[src/rtl/counter_pkg.sv]
// Shared types and default widths for the counter stream decoder.
// Holds the event and state enums plus width defaults used by the decoder slice.
package counter_pkg;

    localparam int DEF_WIDTH  = 8;
    localparam int DEF_STAT_W = 16;

    typedef enum logic [1:0] {
        EVT_HOLD,
        EVT_UP,
        EVT_DOWN,
        EVT_JUMP
    } cnt_evt_t;

    typedef enum logic {
        ST_EMPTY,
        ST_TRACK
    } dec_state_t;

endpackage

[src/rtl/counter_decoder_sat_counter.sv]
// Saturating event counter: counts inc pulses and sticks at all-ones.
// Ports: clk, reset (sync, high), inc (count enable), q (count value).
module sat_counter #(
    parameter int W = 16
) (
    input  logic         clk,
    input  logic         reset,
    input  logic         inc,
    output logic [W-1:0] q
);

    always_ff @(posedge clk) begin
        if (reset) begin
            q <= '0;
        end else if (inc && (q != '1)) begin
            q <= q + W'(1);
        end
    end

endmodule

[src/rtl/counter_decoder.sv]
// Monitor for an up/down counter stream: recovers step/hold/load per sample.
// Ports: clk, reset (sync, high), valid, count_in, jump_allowed, clr_err in;
//   evt_valid, dir_out, pause_out, load_out, wrap_out, err, and the four
//   saturating stat counters out. Stats exist only with COUNTER_DECODER_STATS_EN,
//   otherwise the stat ports are tied to zero.
module counter_decoder
    import counter_pkg::*;
#(
    parameter int WIDTH  = DEF_WIDTH,
    parameter int STAT_W = DEF_STAT_W
) (
    input  logic              clk,
    input  logic              reset,
    input  logic              valid,
    input  logic [WIDTH-1:0]  count_in,
    input  logic              jump_allowed,
    input  logic              clr_err,
    output logic              evt_valid,
    output logic              dir_out,
    output logic              pause_out,
    output logic              load_out,
    output logic              wrap_out,
    output logic              err,
    output logic [STAT_W-1:0] up_cnt,
    output logic [STAT_W-1:0] down_cnt,
    output logic [STAT_W-1:0] hold_cnt,
    output logic [STAT_W-1:0] load_cnt
);

    if (WIDTH < 2) begin : g_bad_width
        $error("counter_decoder: WIDTH must be >= 2");
    end

    localparam logic [WIDTH-1:0] ONE = WIDTH'(1);

    dec_state_t       state_q;
    dec_state_t       state_d;
    logic [WIDTH-1:0] prev_q;
    logic [WIDTH-1:0] delta;
    cnt_evt_t         evt;
    logic             accept;
    logic             err_set;

    // Only samples taken while tracking produce an event; the first one seeds.
    assign accept  = valid && (state_q == ST_TRACK);
    assign delta   = count_in - prev_q;
    assign err_set = accept && (evt == EVT_JUMP) && !jump_allowed;

    always_comb begin
        evt = EVT_JUMP;
        unique case (1'b1)
            (delta == ONE): evt = EVT_UP;
            (delta == '1):  evt = EVT_DOWN;
            (delta == '0):  evt = EVT_HOLD;
            default:        evt = EVT_JUMP;
        endcase
    end

    always_comb begin
        state_d = state_q;
        if (valid && (state_q == ST_EMPTY)) begin
            state_d = ST_TRACK;
        end
    end

    always_ff @(posedge clk) begin
        if (reset) begin
            state_q <= ST_EMPTY;
        end else begin
            state_q <= state_d;
        end
    end

    always_ff @(posedge clk) begin
        if (reset) begin
            prev_q    <= '0;
            evt_valid <= 1'b0;
            dir_out   <= 1'b0;
            pause_out <= 1'b0;
            load_out  <= 1'b0;
            wrap_out  <= 1'b0;
        end else begin
            evt_valid <= accept;
            if (valid) begin
                prev_q <= count_in;
            end
            if (accept) begin
                pause_out <= (evt == EVT_HOLD);
                load_out  <= (evt == EVT_JUMP);
                wrap_out  <= ((evt == EVT_UP) && (count_in == '0))
                          || ((evt == EVT_DOWN) && (count_in == '1));
                if (evt == EVT_UP) begin
                    dir_out <= 1'b1;
                end else if (evt == EVT_DOWN) begin
                    dir_out <= 1'b0;
                end
            end
        end
    end

    // Set wins over clear so an illegal jump is never lost to a clear.
    always_ff @(posedge clk) begin
        if (reset) begin
            err <= 1'b0;
        end else if (err_set) begin
            err <= 1'b1;
        end else if (clr_err) begin
            err <= 1'b0;
        end
    end

`ifdef COUNTER_DECODER_STATS_EN
    sat_counter #(.W(STAT_W)) u_up_cnt (
        .clk   (clk),
        .reset (reset),
        .inc   (accept && (evt == EVT_UP)),
        .q     (up_cnt)
    );

    sat_counter #(.W(STAT_W)) u_down_cnt (
        .clk   (clk),
        .reset (reset),
        .inc   (accept && (evt == EVT_DOWN)),
        .q     (down_cnt)
    );

    sat_counter #(.W(STAT_W)) u_hold_cnt (
        .clk   (clk),
        .reset (reset),
        .inc   (accept && (evt == EVT_HOLD)),
        .q     (hold_cnt)
    );

    sat_counter #(.W(STAT_W)) u_load_cnt (
        .clk   (clk),
        .reset (reset),
        .inc   (accept && (evt == EVT_JUMP)),
        .q     (load_cnt)
    );
`else
    assign up_cnt   = '0;
    assign down_cnt = '0;
    assign hold_cnt = '0;
    assign load_cnt = '0;
`endif

endmodule
[config.mk]
export PLATFORM = sky130hd
export DESIGN_NAME = counter_decoder
export DESIGN_NICKNAME = d
export VERILOG_FILES = /design/src/rtl/counter_pkg.sv /design/src/rtl/counter_decoder_sat_counter.sv /design/src/rtl/counter_decoder.sv
export SDC_FILE = /design/constraint.sdc
export NUM_CORES = 1
export LEC_CHECK = 0
export ABC_CLOCK_PERIOD_IN_PS = 8800
export BUFFER_PORTS_ARGS = -buffer_cell sky130_fd_sc_hd__buf_2
export CAP_MARGIN = 20
export CORE_MARGIN = 4
export CORE_UTILIZATION = 46
export CTS_CLUSTER_SIZE = 24
export DETAILED_ROUTE_END_ITERATION = 10
export PLACE_DENSITY = 0.78
export RECOVER_POWER = 25
export SETUP_SLACK_MARGIN = 0.02
export SYNTH_ARGS = -nofsm -noshare
export SYNTH_HDL_FRONTEND = slang
export SYNTH_SLANG_ARGS = --single-unit
[constraint.sdc]
create_clock -name clk -period 8.8 [get_ports clk]
set_input_delay 2.64 -clock clk [delete_from_list [all_inputs] [get_ports clk]]
set_output_delay 2.64 -clock clk [all_outputs]
set_load 0.05 [all_outputs]
==> out/metrics.yaml, run 1 <==
critPathCaptureType: "flip-flop"
drive_above_1_share: 0.138
routed_wl_um: 2560
rsz0062_at_grt: "no"
crit_path_start: "count_in[0]"
worst_hold_slack_ps: 461
cp.arrival_ps: 5240
fin_util: 0.453
hold_class: "reg2reg"
grt_pass1_wl_um: 4000
synth_xor_area_frac: 0.0321
relSlewSlack: 0.544
dieArea_mm2: 0.00458
clockBufferDepth: 2
postCtsSetupBuffers: 0
ios: 83
synth_top_family_by_area: "buffers and inverters"
cts_resized: 0
intPower_w: 0.000111
clockPowerShare: 0.170
n_fill_cell: 346
critPathKind: "in2reg"
tns_ps: 0
yosysWarningCount: 0
core_mm2: 0.00339
dp_cells: 259
p_sw_w: 0.000115
fin_nets: 243
maxSlewViolCount: 0
setup_violations: 0
place_area_mm2: 0.00151
first_iter_violations: 22
clkTransAtPathRegs_ps: 90
synthFlopType: "dfxtp_1"
ant_nets: 0
clock_skew_ps: 3.05
grt_max_degree: 18
synthSimpleGateAreaFrac: 0.164
synthDominantCellAreaShare: 0.294
r2r-start: "prev_q[4]$_SDFFE_PP0P_"
drtPass1Iterations: 4
vias: 1154
synth_compound_area_frac: 0.138
synth_edf_count: 0
synthAdderAreaFrac: 0.0963
status: "complete, no violations"
yosysSeqAreaShare: 0.183
port_buffers: 18
root_buffer: "clkbuf_4"
drv_cap: 0
vias_per_cell: 4.39
cts_tree: "done"
ys_top_cells_by_area: "buf_4 (29%), dfxtp_1 (18%), ha_1 (8.4%)"
r2r.worst_path.cells: 15
n_antenna_cell: 0
rows: 21
muxShareOfSynthArea: 0.0489
crit_fanout: 5
remaining_drc_errors: 0
hold_buffers: 0
swShare: 0.508
peakVddDrop_mv: 0.111
synth_most_common_cell: "buf_4"
p_per_area_mw_per_mm2: 148
cts_htree_levels: 1
reg2reg_slack_ps: 5940
hold_violations: 0
async_flop_share: 0
clkSinkCount: 15
ys_top_cells_by_count: "buf_4 (64), nor2_1 (23), dfxtp_1 (15)"
synth_area_mm2: 0.00164
startpoint_type: "input pin"
endpoint: "wrap_out$_SDFFE_PP0P_"
period_share: 0.571
multi_input_area_mm2: 0.00103
post_drt_wl_per_cell_um: 9.74
initial_core_util: 0.483
die_h_um: 67.6
die_width_um: 67.6
final.min_clock_period_ps: 5020
grt_usage: 0.112
max_slew.worst_pin.slew_ps: 684
stdcell_count: 263
regArea_um2: 300
timing.rr.end: "wrap_out$_SDFFE_PP0P_"
synth_cell_types: 44
antenna_found_initial: 0
fin_area_mm2: 0.00153
leakage_nw: 0.761
avgSynthCellArea_um2: 8.10
grt-ovfl-total: 0
netlist_instances: 202
ys_seq_elements: 15
fmax_mhz: 199
area_growth_pct: -6.27
dp_hpwl_um: 2180
comb_power_share: 0.509
cts_buffers: 3
pwr-share-seq: 0.321
grt_pass1_vias: 949
clock_latency_ps: 280
synth_top_area_cell: "buf_4"
routabilityCongestion: 0.858
worst_ep_required_time_ps: 9020
sequential cells by signal (all words and copies together) (netlist names):
| name | flops |
|---|---|
| state_q | 1 |
| pause_out | 1 |
| dir_out | 1 |
| wrap_out | 1 |
| prev_q | 8 |
| err | 1 |
| evt_valid | 1 |
| load_out | 1 |
power groups by stage:
stage	Combinational [W]	Sequential (W)	Clock, W
finish	0.000115	0.0000726	0.0000384
global route	0.000124	0.0000731	0.0000452
CTS	0.000114	0.0000726	0.0000407
detailed placement	0.000114	0.0000742	0
global placement	0.000114	0.0000741	0
floorplan	0.000124	0.0000762	0
metal layers:
metal / routed length, um / vias to the layer above / GRT usage
met5: 0 / - / 0
met4: 54 / 0 / 0.0481
met3: 248 / 6 / 0.0233
met2: 1210 / 54 / 0.181
met1: 1050 / 513 / 0.144
li1: - / 581 / -
cells by family (layout without fill, tap and decap cells):
| logic type | after synthesis | in the layout |
|---|---|---|
| AND/OR/NAND/NOR | 53 | 53 |
| buffers and inverters | 79 | 31 |
| AO/OA/AOI/OAI | 28 | 28 |
| multiplexers | 8 | 8 |
| XOR/XNOR | 6 | 6 |
| other | 1 | 64 |
| adder cells (fa/ha/maj) | 12 | 12 |
| flip-flops | 15 | 15 |
cells in the final DEF, fill, tap and decap left out, types with 3 or more instances in the layout:
cell / synthesis / routed
a21oi_1: 10 / 10
inv_1: 9 / 9
conb_1: 1 / 64
xor2_1: 3 / 3
dfxtp_1: 15 / 15
nand2_1: 9 / 9
mux2i_1: 8 / 8
buf_2: 2 / 17
nor3_1: 3 / 3
clkbuf_4: 0 / 3
ha_1: 11 / 11
nor2_1: 23 / 23
xnor2_1: 3 / 3
stage by stage:
stage,total power [W],setup slack [ps]
5_1_grt,0.000242,3450
6_report,0.000226,3780
4_1_cts,0.000228,3780
3_5_place_dp,0.000189,3500
3_3_place_gp,0.000188,3550
2_1_floorplan,0.000200,3850
critical path, stage by stage:
cell	delay, ps
buf_2	120
inv_1	70
ha_1	150
inv_1	50
fa_1	390
nand3_1	130
and2_1	200
a22o_1	170
o2111ai_2	140
nor2_1	280
a21o_1	190
ha_1	160
nand4_1	100
nor2_1	90
nand4_1	90
a21oi_1	130
a21oi_1	50
nor2_1	90
how the worst min path moves through the flow:
stage	start	endpoint	slack (ps)	cells past startpoint
global placement	err$_SDFFE_PP0P_	err$_SDFFE_PP0P_	440	2
detailed placement	err$_SDFFE_PP0P_	err$_SDFFE_PP0P_	450	2
CTS	pause_out$_SDFFE_PP0P_	pause_out$_SDFFE_PP0P_	470	2
global route	pause_out$_SDFFE_PP0P_	pause_out$_SDFFE_PP0P_	480	2
floorplan	state_q$_SDFFE_PP0P_	pause_out$_SDFFE_PP0P_	460	2
finish	pause_out$_SDFFE_PP0P_	pause_out$_SDFFE_PP0P_	460	2
area by class of cell:
class | count | area share
repair buffers | 18 | 0.0579
well taps | 46 | 0.0375
clock inverters | 1 | 0.00326
inverters | 9 | 0.0220
clock buffers | 3 | 0.0147
multi-input cells | 171 | 0.669
flip-flops and latches | 15 | 0.196
Note: power is estimated with default switching activity, not from simulation.
==> run 2: changes to the inputs <==
Settings changed: ABC_CLOCK_PERIOD_IN_PS 8800 to 4830.
Clock period 8.8 ns to 4.83 ns, I/O delays scaled along.
==> run 2 against run 1 <==
Compared with the run above:
- clock skew is 5.8 ps higher
- first-iteration DRC count decreased by 18%
- register-to-register slack lost 4000 ps
- wire length rose by 5.3%
- sequential power grew 82%
- die area is the same
- via count rose by 1.2%
- clock power up 91%
- utilization stayed put
- non-clock buffer count unchanged
- critical path depth fell by 3
- setup slack worse by 2800 ps
- largest power group unchanged
==> out/metrics.yaml, run 2 (same netlist as run 1, synthesis figures left out) <==
maxSlewViolCount: 0
first_iter_violations: 18
status: "complete, no violations"
setup_ws_ps: 980
antenna_found_initial: 0
clockPowerShare: 0.176
cpMostUsedCell: "nor2_1"
multi_input_area_mm2: 0.00103
final_cell_mix: "conb_1 (64), nor2_1 (23), buf_2 (17)"
grt-ovfl-total: 0
r2r-start: "prev_q[4]$_SDFFE_PP0P_"
crit_fanout: 8
hold_buffers: 0
worst_hold_slack_ps: 456
regMostFlops: "prev_q"
cp_cell_sequence: "buf_2, ha_1, nand2_1, a211oi_2, o221ai_1, and2b_1, nor2_1, a21o_1, ha_1, nand4_1, nor2_1, nand4_1, a21oi_1, a21oi_1, nor2_1"
p_per_area_mw_per_mm2: 271
fin_nets: 243
max_slew.worst_pin.slew_ps: 677
drv_cap: 0
crit_family: "simple AND/OR/NAND/NOR gates"
die_h_um: 67.6
vias: 1168
n_fill_cell: 361
pre_cts_ws_ps: 706
fin_area_mm2: 0.00153
holdCritStartpoint: "pause_out$_SDFFE_PP0P_"
crit_path_max_incr_delay_ps: 460
swShare: 0.513
clkSinkCount: 15
cts_tree: "done"
hold_class: "reg2reg"
drive_above_1_share: 0.138
ant_nets: 0
layout_commonest_cell: "conb_1"
largest_register_ffs: 8
pwr-share-seq: 0.318
n_antenna_cell: 0
grt_usage: 0.116
cts_resized: 0
routabilityCongestion: 0.810
peakVddDrop_mv: 0.153
initial_core_util: 0.483
cpMaxStageDelayCell: "ha_1"
worst_ep_required_time_ps: 5070
startpoint_type: "input pin"
p_sw_w: 0.000214
post_drt_wl_per_cell_um: 10.3
core_mm2: 0.00339
vias_per_cell: 4.44
port_buffers: 18
cts_buffers: 3
place_area_mm2: 0.00151
cts_htree_levels: 1
critPathKind: "in2reg"
comb_power_share: 0.506
period_share: 0.797
critPathBufInv: 1
final.min_clock_period_ps: 3850
remaining_drc_errors: 0
dp_hpwl_um: 2250
tns_ps: 0
root_buffer: "clkbuf_4"
crit_path_start: "count_in[4]"
critPathCaptureType: "flip-flop"
reg2reg_slack_ps: 1900
total_power_w: 0.000416
setup_violations: 0
regArea_um2: 300
hold_violations: 0
grt_max_degree: 18
postCtsSetupBuffers: 0
intPower_w: 0.000203
clkTransAtPathRegs_ps: 100
area_growth_pct: -6.27
clock_latency_ps: 290
relSlewSlack: 0.548
ios: 83
die_width_um: 67.6
fmax_mhz: 260
grt_pass1_wl_um: 4120
rsz0062_at_grt: "no"
cp.arrival_ps: 4090
clockBufferDepth: 2
routed_wl_um: 2700
clock_skew_ps: 8.83
grt_pass1_vias: 970
leakage_nw: 0.761
dieArea_mm2: 0.00458
drtPass1Iterations: 4
rows: 21
run 2: cell counts in the layout (fill, tap and decap cells not counted):
Identical to the previous run, type by type.
run 2: worst min-delay path, cell delays in order, from the launching register on:
cell and delay (ps):
dfxtp_1 320, nand2_1 50, a21oi_1 50
run 2: final timing paths:
check / depth (start not counted) / endpoint
max: 15 / wrap_out$_SDFFE_PP0P_
min: 2 / pause_out$_SDFFE_PP0P_
max reg2reg: 15 / wrap_out$_SDFFE_PP0P_
min reg2reg: 2 / pause_out$_SDFFE_PP0P_
run 2: per-stage QoR:
stage,instances,util
floorplan,265,-
global placement,259,0.445
detailed placement,259,0.445
CTS,263,0.453
global route,263,0.453
finish,263,0.453
run 2: power groups by stage:
stage / Sequential (W) / Clock [W] / Combinational, W
global placement: 0.000135 / 0 / 0.000207
detailed placement: 0.000135 / 0 / 0.000208
floorplan: 0.000139 / 0 / 0.000225
CTS: 0.000132 / 0.0000757 / 0.000209
global route: 0.000133 / 0.0000823 / 0.000226
finish: 0.000132 / 0.0000734 / 0.000211
run 2: final cells by class:
| class | count | area share |
|---|---|---|
| flip-flops and latches | 15 | 0.196 |
| repair buffers | 18 | 0.0579 |
| well taps | 46 | 0.0375 |
| multi-input cells | 171 | 0.669 |
| clock inverters | 1 | 0.00326 |
| inverters | 9 | 0.0220 |
| clock buffers | 3 | 0.0147 |
run 2: layer usage:
layer	GRT usage	share of wire	up-vias
met5	0	0	-
met4	0.0456	0.013	0
met3	0.0200	0.080	5
met2	0.200	0.49	51
met1	0.141	0.41	533
li1	-	-	579
